$ cat src/rtl/block_slide_animator.sv
// block_slide_animator
// Slides a rectangular scenery block up or down by STEP_PX pixels per
// frame tick, streaming a BLK_W x (BLK_H+STEP_PX) redraw window one pixel
// per cycle and restoring the background in the rows the block vacated.
// The step position survives between runs so a block can rise and later sink.
// Optional feature macro: ANIM_CHAR_CARRY_EN -- adds the SPRITE hand-off
// state in which an external sprite drawer redraws the riding character.
module block_slide_animator #(
  parameter int BLK_W     = 20,
  parameter int BLK_H     = 23,
  parameter int ORIGIN_X  = 116,
  parameter int ORIGIN_Y  = 152,
  parameter int STEP_PX   = 3,
  parameter int NUM_STEPS = 25
) (
  input  logic       clock,
  input  logic       reset,
  input  logic       start,
  input  logic       dir,
  input  logic       frame_tick,
  input  logic [7:0] char_y,
  output logic [4:0] blk_rd_x,
  output logic [4:0] blk_rd_y,
  input  logic [2:0] blk_color,
  input  logic       blk_opaque,
  output logic [8:0] bg_rd_x,
  output logic [7:0] bg_rd_y,
  input  logic [2:0] bg_color,
  output logic       plot,
  output logic [8:0] vga_x,
  output logic [7:0] vga_y,
  output logic [2:0] vga_color,
  output logic       spr_req,
  output logic [7:0] spr_y,
  input  logic       spr_done,
  output logic [4:0] step,
  output logic       busy,
  output logic       done
);

  localparam int         WIN_H    = BLK_H + STEP_PX;
  localparam logic [7:0] STEP8    = 8'(STEP_PX);
  localparam logic [7:0] ORG_Y8   = 8'(ORIGIN_Y);
  localparam logic [8:0] ORG_X9   = 9'(ORIGIN_X);
  localparam logic [4:0] STEP_MAX = 5'(NUM_STEPS);
  localparam logic [4:0] X_LAST   = 5'(BLK_W - 1);
  localparam logic [5:0] Y_LAST   = 6'(WIN_H - 1);
  localparam logic [5:0] Y_BLK    = 6'(BLK_H);
  localparam logic [5:0] Y_STEP   = 6'(STEP_PX);

  typedef enum logic [2:0] {
    ST_IDLE   = 3'd0,
    ST_CHECK  = 3'd1,
    ST_DRAW   = 3'd2,
    ST_SPRITE = 3'd3,
    ST_WAIT   = 3'd4,
    ST_DONE   = 3'd5
  } state_t;

  state_t     state_r, state_s;
  logic [4:0] step_r;
  logic       dir_r;
  logic [4:0] x_r;
  logic [5:0] y_r;
  logic       addr_vld_r;
  logic       plot_r;
  logic [8:0] vga_x_r;
  logic [7:0] vga_y_r;
  logic       in_blk_r;

  logic [7:0] step_px_s;
  logic [7:0] win_top_s;
  logic       at_limit_s;
  logic       in_blk_s;
  logic [5:0] loc_y_s;

  // Window geometry: going down, the window starts at the old (higher) top,
  // so vacated rows come first; going up they trail the block.
  always_comb begin
    step_px_s = {3'd0, step_r} * STEP8;
    if (dir_r) begin
      win_top_s  = ORG_Y8 - step_px_s - STEP8;
      at_limit_s = (step_r == 5'd0);
      in_blk_s   = (y_r >= Y_STEP);
      loc_y_s    = y_r - Y_STEP;
    end else begin
      win_top_s  = ORG_Y8 - step_px_s;
      at_limit_s = (step_r == STEP_MAX);
      in_blk_s   = (y_r < Y_BLK);
      loc_y_s    = y_r;
    end
  end

  // ROM addressing from the raster counters; vacated rows park the block ROM at row 0.
  always_comb begin
    blk_rd_x = x_r;
    bg_rd_x  = ORG_X9 + {4'd0, x_r};
    bg_rd_y  = win_top_s + {2'd0, y_r};
    if (in_blk_s) begin
      blk_rd_y = loc_y_s[4:0];
    end else begin
      blk_rd_y = 5'd0;
    end
  end

  // State register.
  always_ff @(posedge clock) begin
    if (reset) begin
      state_r <= ST_IDLE;
    end else begin
      state_r <= state_s;
    end
  end

  // Next-state logic; dropping start abandons any state for IDLE.
  always_comb begin
    state_s = state_r;
    if ((state_r != ST_IDLE) && !start) begin
      state_s = ST_IDLE;
    end else begin
      case (state_r)
        ST_IDLE: begin
          if (start) state_s = ST_CHECK;
          else       state_s = ST_IDLE;
        end
        ST_CHECK: begin
          if (at_limit_s) state_s = ST_DONE;
          else            state_s = ST_DRAW;
        end
        ST_DRAW: begin
          if (addr_vld_r) begin
            state_s = ST_DRAW;
          end else begin
`ifdef ANIM_CHAR_CARRY_EN
            state_s = ST_SPRITE;
`else
            state_s = ST_WAIT;
`endif
          end
        end
`ifdef ANIM_CHAR_CARRY_EN
        ST_SPRITE: begin
          if (spr_done) state_s = ST_WAIT;
          else          state_s = ST_SPRITE;
        end
`endif
        ST_WAIT: begin
          if (frame_tick) state_s = ST_CHECK;
          else            state_s = ST_WAIT;
        end
        ST_DONE: state_s = ST_DONE;
        default: state_s = ST_IDLE;
      endcase
    end
  end

  // Status outputs decoded from the current state.
  always_comb begin
    case (state_r)
      ST_CHECK, ST_DRAW, ST_SPRITE, ST_WAIT: begin
        busy = 1'b1;
        done = 1'b0;
      end
      ST_DONE: begin
        busy = 1'b0;
        done = 1'b1;
      end
      default: begin
        busy = 1'b0;
        done = 1'b0;
      end
    endcase
`ifdef ANIM_CHAR_CARRY_EN
    spr_req = (state_r == ST_SPRITE);
`else
    spr_req = 1'b0;
`endif
  end

`ifndef ANIM_CHAR_CARRY_EN
  logic unused_s;
  assign unused_s = spr_done;
`endif

  // Step update, raster counters and the one-stage pixel pipeline.
  always_ff @(posedge clock) begin
    if (reset) begin
      step_r     <= 5'd0;
      dir_r      <= 1'b0;
      x_r        <= 5'd0;
      y_r        <= 6'd0;
      addr_vld_r <= 1'b0;
      plot_r     <= 1'b0;
      vga_x_r    <= 9'd0;
      vga_y_r    <= 8'd0;
      in_blk_r   <= 1'b0;
    end else begin
      plot_r <= 1'b0;
      case (state_r)
        ST_IDLE: begin
          if (start) dir_r <= dir;
        end
        ST_CHECK: begin
          if (start && !at_limit_s) begin
            step_r     <= dir_r ? (step_r - 5'd1) : (step_r + 5'd1);
            x_r        <= 5'd0;
            y_r        <= 6'd0;
            addr_vld_r <= 1'b1;
          end
        end
        ST_DRAW: begin
          if (start && addr_vld_r) begin
            plot_r   <= 1'b1;
            vga_x_r  <= bg_rd_x;
            vga_y_r  <= bg_rd_y;
            in_blk_r <= in_blk_s;
            if (x_r == X_LAST) begin
              x_r <= 5'd0;
              if (y_r == Y_LAST) addr_vld_r <= 1'b0;
              else               y_r <= y_r + 6'd1;
            end else begin
              x_r <= x_r + 5'd1;
            end
          end else begin
            addr_vld_r <= 1'b0;
          end
        end
        default: begin
        end
      endcase
    end
  end

  // Colour is chosen from ROM data that arrives alongside the registered strobe.
  always_comb begin
    if (plot_r) begin
      if (in_blk_r && blk_opaque) vga_color = blk_color;
      else                        vga_color = bg_color;
    end else begin
      vga_color = 3'd0;
    end
  end

  assign plot  = plot_r;
  assign vga_x = vga_x_r;
  assign vga_y = vga_y_r;
  assign step  = step_r;
  assign spr_y = char_y - ({3'd0, step_r} * STEP8);

endmodule
$ cat config.mk
export PLATFORM = sky130hd
export DESIGN_NAME = block_slide_animator
export DESIGN_NICKNAME = d
export VERILOG_FILES = /design/src/rtl/block_slide_animator.sv
export SDC_FILE = /design/constraint.sdc
export NUM_CORES = 1
export LEC_CHECK = 0
export CAP_MARGIN = 25
export CELL_PAD_IN_SITES_DETAIL_PLACEMENT = 1
export CELL_PAD_IN_SITES_GLOBAL_PLACEMENT = 2
export CORE_ASPECT_RATIO = 1.4
export CORE_MARGIN = 2
export CORE_UTILIZATION = 30
export CTS_CLUSTER_DIAMETER = 150
export DETAILED_ROUTE_END_ITERATION = 12
export MAX_ROUTING_LAYER = met4
export PLACE_DENSITY_LB_ADDON = 0.08
export SETUP_SLACK_MARGIN = 0.4
export SLEW_MARGIN = 10
export SYNTH_ARGS = -nofsm -noshare
export SYNTH_HDL_FRONTEND = slang
export SYNTH_SLANG_ARGS = --single-unit
$ cat constraint.sdc
create_clock -name clock -period 6.3 [get_ports clock]
set_input_delay 1.26 -clock clock [delete_from_list [all_inputs] [get_ports clock]]
set_output_delay 1.26 -clock clock [all_outputs]
set_load 0.01 [all_outputs]
==> key figures, run 1 <==
Yosys
  – Post-synthesis instance total: approximately 400
  – Mux contribution to synthesized area: less than 1%
  – Unique masters post-synth: 60
  – Simple-gate share of the synthesized area: 23.0%
  – Seq/Total Area, Yosys: between 20 and 25%
  – Compound-Gate Fraction of Synth Area: ~18%
  – Number of synthesized flops with an enable pin: 0
  – Post-synth design cell area: ~3200 µm²
  – #FFs+latches synth: 39
  – Largest family of logic cells by synthesized area: simple AND/OR/NAND/NOR gates
  – YS warnings: 0
  – Synth Area in Adders: about 16%
  – XOR/XNOR Fraction of Synth Area: between 10% and 20%
  – Top FF cell, synth: dfxtp_1
  – Post-synth ARST share: 0%
  – Avg Inst Size Synth: about 8 µm²

Drt
  – Final wirelength: 8.66 mm
  – Antenna viol nets, final: 0
  – Average wire per standard cell: about 14 µm
  – DRC violation count after routing: 0
  – Via/cell ratio: 4.90
  – DR iter-0 viols: 69
  – DRT Pass-1 Iters: 4
  – Vias: between 2,000 and 3,000

Status
  – Status: complete, no violations

CTS
  – Post-CTS setup buffers: 0
  – Clock-pin slew on the worst setup and hold paths: 0.06 ns
  – Clock Tree Root: clkbuf_16
  – Htree depth: 2
  – Inserted Clock Buffers: 5
  – Worst skew pair latency: 0.28 ns
  – TritonCTS clock tree: built
  – Clock Sinks: 39
  – Clock buffer depth: 2

Power and ir drop
  – P_leak: between 0.0015 and 0.002 µW
  – Internal power: between 500 and 600 µW
  – Flop pwr share: between 30 and 40%
  – Clock power frac: a little over a third
  – Peak VDD IR: 0.0908 mV
  – Sw frac: between 20% and 30%
  – Power Density: approximately 180 nW/µm²
  – Net Switching: 225 µW
  – Combinational power share: between 20% and 30%

Flow run
  – Number of max-cap violations: 0

Critical path
  – CP arrival: between 4 and 5 ns
  – Worst path max stage delay: roughly 0.55 ns
  – Delay-heaviest family, CP: adder cells
  – Crit path max-delay cell type: clkdlybuf4s50_1
  – Startpoint Class: flip-flop
  – Worst-path fanout max: 8
  – CP required: between 5 and 6 ns
  – Critical path endpoint category: output port
  – Buf/Inv on CP: 3
  – WS Path Type: reg2out
  – Most frequent CP cell: xnor2_1
  – CP cell instances: ha_1 -> fa_1 -> xor2_2 -> inv_4 -> xnor2_1 -> o31ai_2 -> o2111ai_1 -> xnor2_1 -> ha_1 -> a21o_1 -> a31oi_1 -> inv_1 -> nand3_1 -> xnor2_1 -> clkdlybuf4s50_1

Finish
  – # fillers: 1,275
  – Sequential cell area: 783 µm²
  – Commonest non-fill, non-tap cells in the layout: clkdlybuf4s50_1, nand2_1, a21oi_1, dfxtp_1
  – Most common cell after layout, fill and taps aside: clkdlybuf4s50_1
  – Area of the multi-input gates: approximately 2200 µm²
  – Nets@finish: 531
  – Layout cell share with drive strength beyond 1: 6.36%
  – P&R area growth vs syn: 33.2%
  – Antenna cells: 0

STA
  – Final worst path period share: between 80% and 90%
  – Worst slew pin tran: between 0.7 and 0.8 ns
  – FMAX: about 180 MHz
  – Final Hold Fails: 0
  – TNS Setup: 0 ns
  – Slack of the critical path: just under 0.8 ns
  – Layout Skew: around 0.0066 ns
  – Unrepaired setup endpoints after global routing: false
  – Finish-stage setup viols: 0
  – Max transition margin: 49.7%
  – Max Slew Vio Count: 0
  – Final Critical Period: about 5.5 ns

Floorplanning
  – Die W: 90.7 µm
  – Initial core utilization: between 30% and 40%
  – Die ar.: ~11,000 µm²
  – Ports: 85
  – Chip height: roughly 130 µm
  – Core area: approximately 10,000 µm²
  – Row cnt: between 40 and 50

GRT
  – Pin count of the biggest net entering global routing: 36
  – Tot GR Track Use: between 10% and 20%
  – GR Overflow Total: 0
  – Initial antenna violation count: 0
  – Number of global-route vias before repair: approximately 3,000
  – First-pass GRT wire length: 14.7 mm

Placement
  – RD Place Congestion: 0.749
  – Dpl hpwl: approximately 6.9 mm
  – Pre-CTS setup slack: ~0.81 ns
  – Port Buffers: 80

Worst hold path
  – Hold/Removal Path Class: reg2reg
layer usage:
metal	wire length (µm)	GRT usage, %
met1	3730	17.7
met2	4560	29.9
met3	212	1.69
met4	151	6.06
met5	0	-
cell families (layout without fill, tap and decap cells):
kind of cell | Yosys count | in the layout
compound gates | 87 | 87
other cells | 1 | 3
fa+ha+maj | 39 | 39
xor+xnor | 36 | 36
buf+inv | 47 | 120
mux | 2 | 2
flops | 39 | 39
simple gates | 146 | 146
per-stage QoR:
| step | utilization [%] | area, µm² | hold WS [ns] | total power (µW) | cells |
|---|---|---|---|---|---|
| 6_report | 40.9 | 4210 | 0.453 | 755 | 610 |
| 4_1_cts | 40.8 | 4200 | 0.455 | 767 | 610 |
| 3_3_place_gp | 39.3 | 4040 | 0.442 | 492 | 602 |
| 3_5_place_dp | 39.3 | 4040 | 0.447 | 494 | 602 |
| 5_1_grt | 40.9 | 4210 | 0.478 | 799 | 610 |
| 2_1_floorplan | - | 3170 | 0.471 | 401 | 399 |
cell type report:
class	instances	share of cell area (%)
flip-flops and latches	39	18.6
well taps	138	4.10
clock buffers	8	3.72
multi-input cells	313	51.3
repair buffers	84	19.7
inverters	28	2.56
flip-flops by register name (all words and copies together) (netlist names), 3 cells and up:
register / count
vga_y: 8
y_r: 6
blk_rd_x: 5
state_r: 3
vga_x: 8
step: 5
worst reg2reg max path, cell delays in order (launching register included):
cell       delay [ns]
dfxtp_2          0.38
ha_1             0.26
fa_1             0.44
xor2_2           0.32
inv_4            0.11
xnor2_1          0.15
o31ai_2          0.29
o2111ai_1        0.21
xnor2_1          0.16
ha_1             0.35
a21o_1           0.18
a31oi_1          0.25
nor2_1           0.06
and4_1           0.20
a311o_1          0.30
power groups by stage:
stage / Sequential [µW] / Combinational (µW) / Clock [µW]
floorplan: 265 / 136 / 0
global placement: 266 / 226 / 0
detailed placement: 266 / 228 / 0
CTS: 261 / 229 / 277
global route: 262 / 251 / 287
finish: 261 / 225 / 270
worst paths after layout:
check,startpoint,endpoint,slack [ns],cells after the start
hold / removal,vga_y[1],vga_y[1],0.45,2
setup reg to reg,step[1],vga_y[7],2.52,14
hold reg to reg,vga_y[1],vga_y[1],0.45,2
setup / recovery,step[1],bg_rd_y[7],0.79,15
Yosys cell counts (3+ instances only):
| cell type | instances | share of area [%] |
|---|---|---|
| nor2_1 | 35 | 4.2 |
| nand2_1 | 46 | 5.5 |
| o21ai_0 | 12 | 1.9 |
| xnor2_1 | 28 | 7.8 |
| a21oi_1 | 38 | 6.0 |
| fa_1 | 4 | 2.5 |
| ha_1 | 35 | 14 |
| nand3_1 | 13 | 2.1 |
| nor3_1 | 12 | 1.9 |
| clkbuf_1 | 9 | 1.1 |
| inv_1 | 26 | 3.1 |
| clkbuf_8 | 3 | 1.3 |
| a211oi_1 | 5 | 1.2 |
| a21boi_0 | 3 | 0.71 |
| nand2b_1 | 5 | 0.99 |
| nor2b_1 | 3 | 0.59 |
| xor2_1 | 7 | 1.9 |
| buf_4 | 5 | 1.2 |
| dfxtp_1 | 39 | 25 |
| a21o_1 | 8 | 1.9 |
| or2_2 | 3 | 0.59 |
| and2_1 | 7 | 1.4 |
what timing repair did:
item	in CTS	in global routing
hold buffers	0	0
gates resized for setup	0	3
setup endpoints to repair	0	2
Note: power is estimated with default switching activity, not from simulation.
==> inputs of run 2 (changes only) <==
HOLD_SLACK_MARGIN = 0.06   (was not set)
==> results of run 2 <==
Final layout, timing and power as in run 1 (identical DEF).
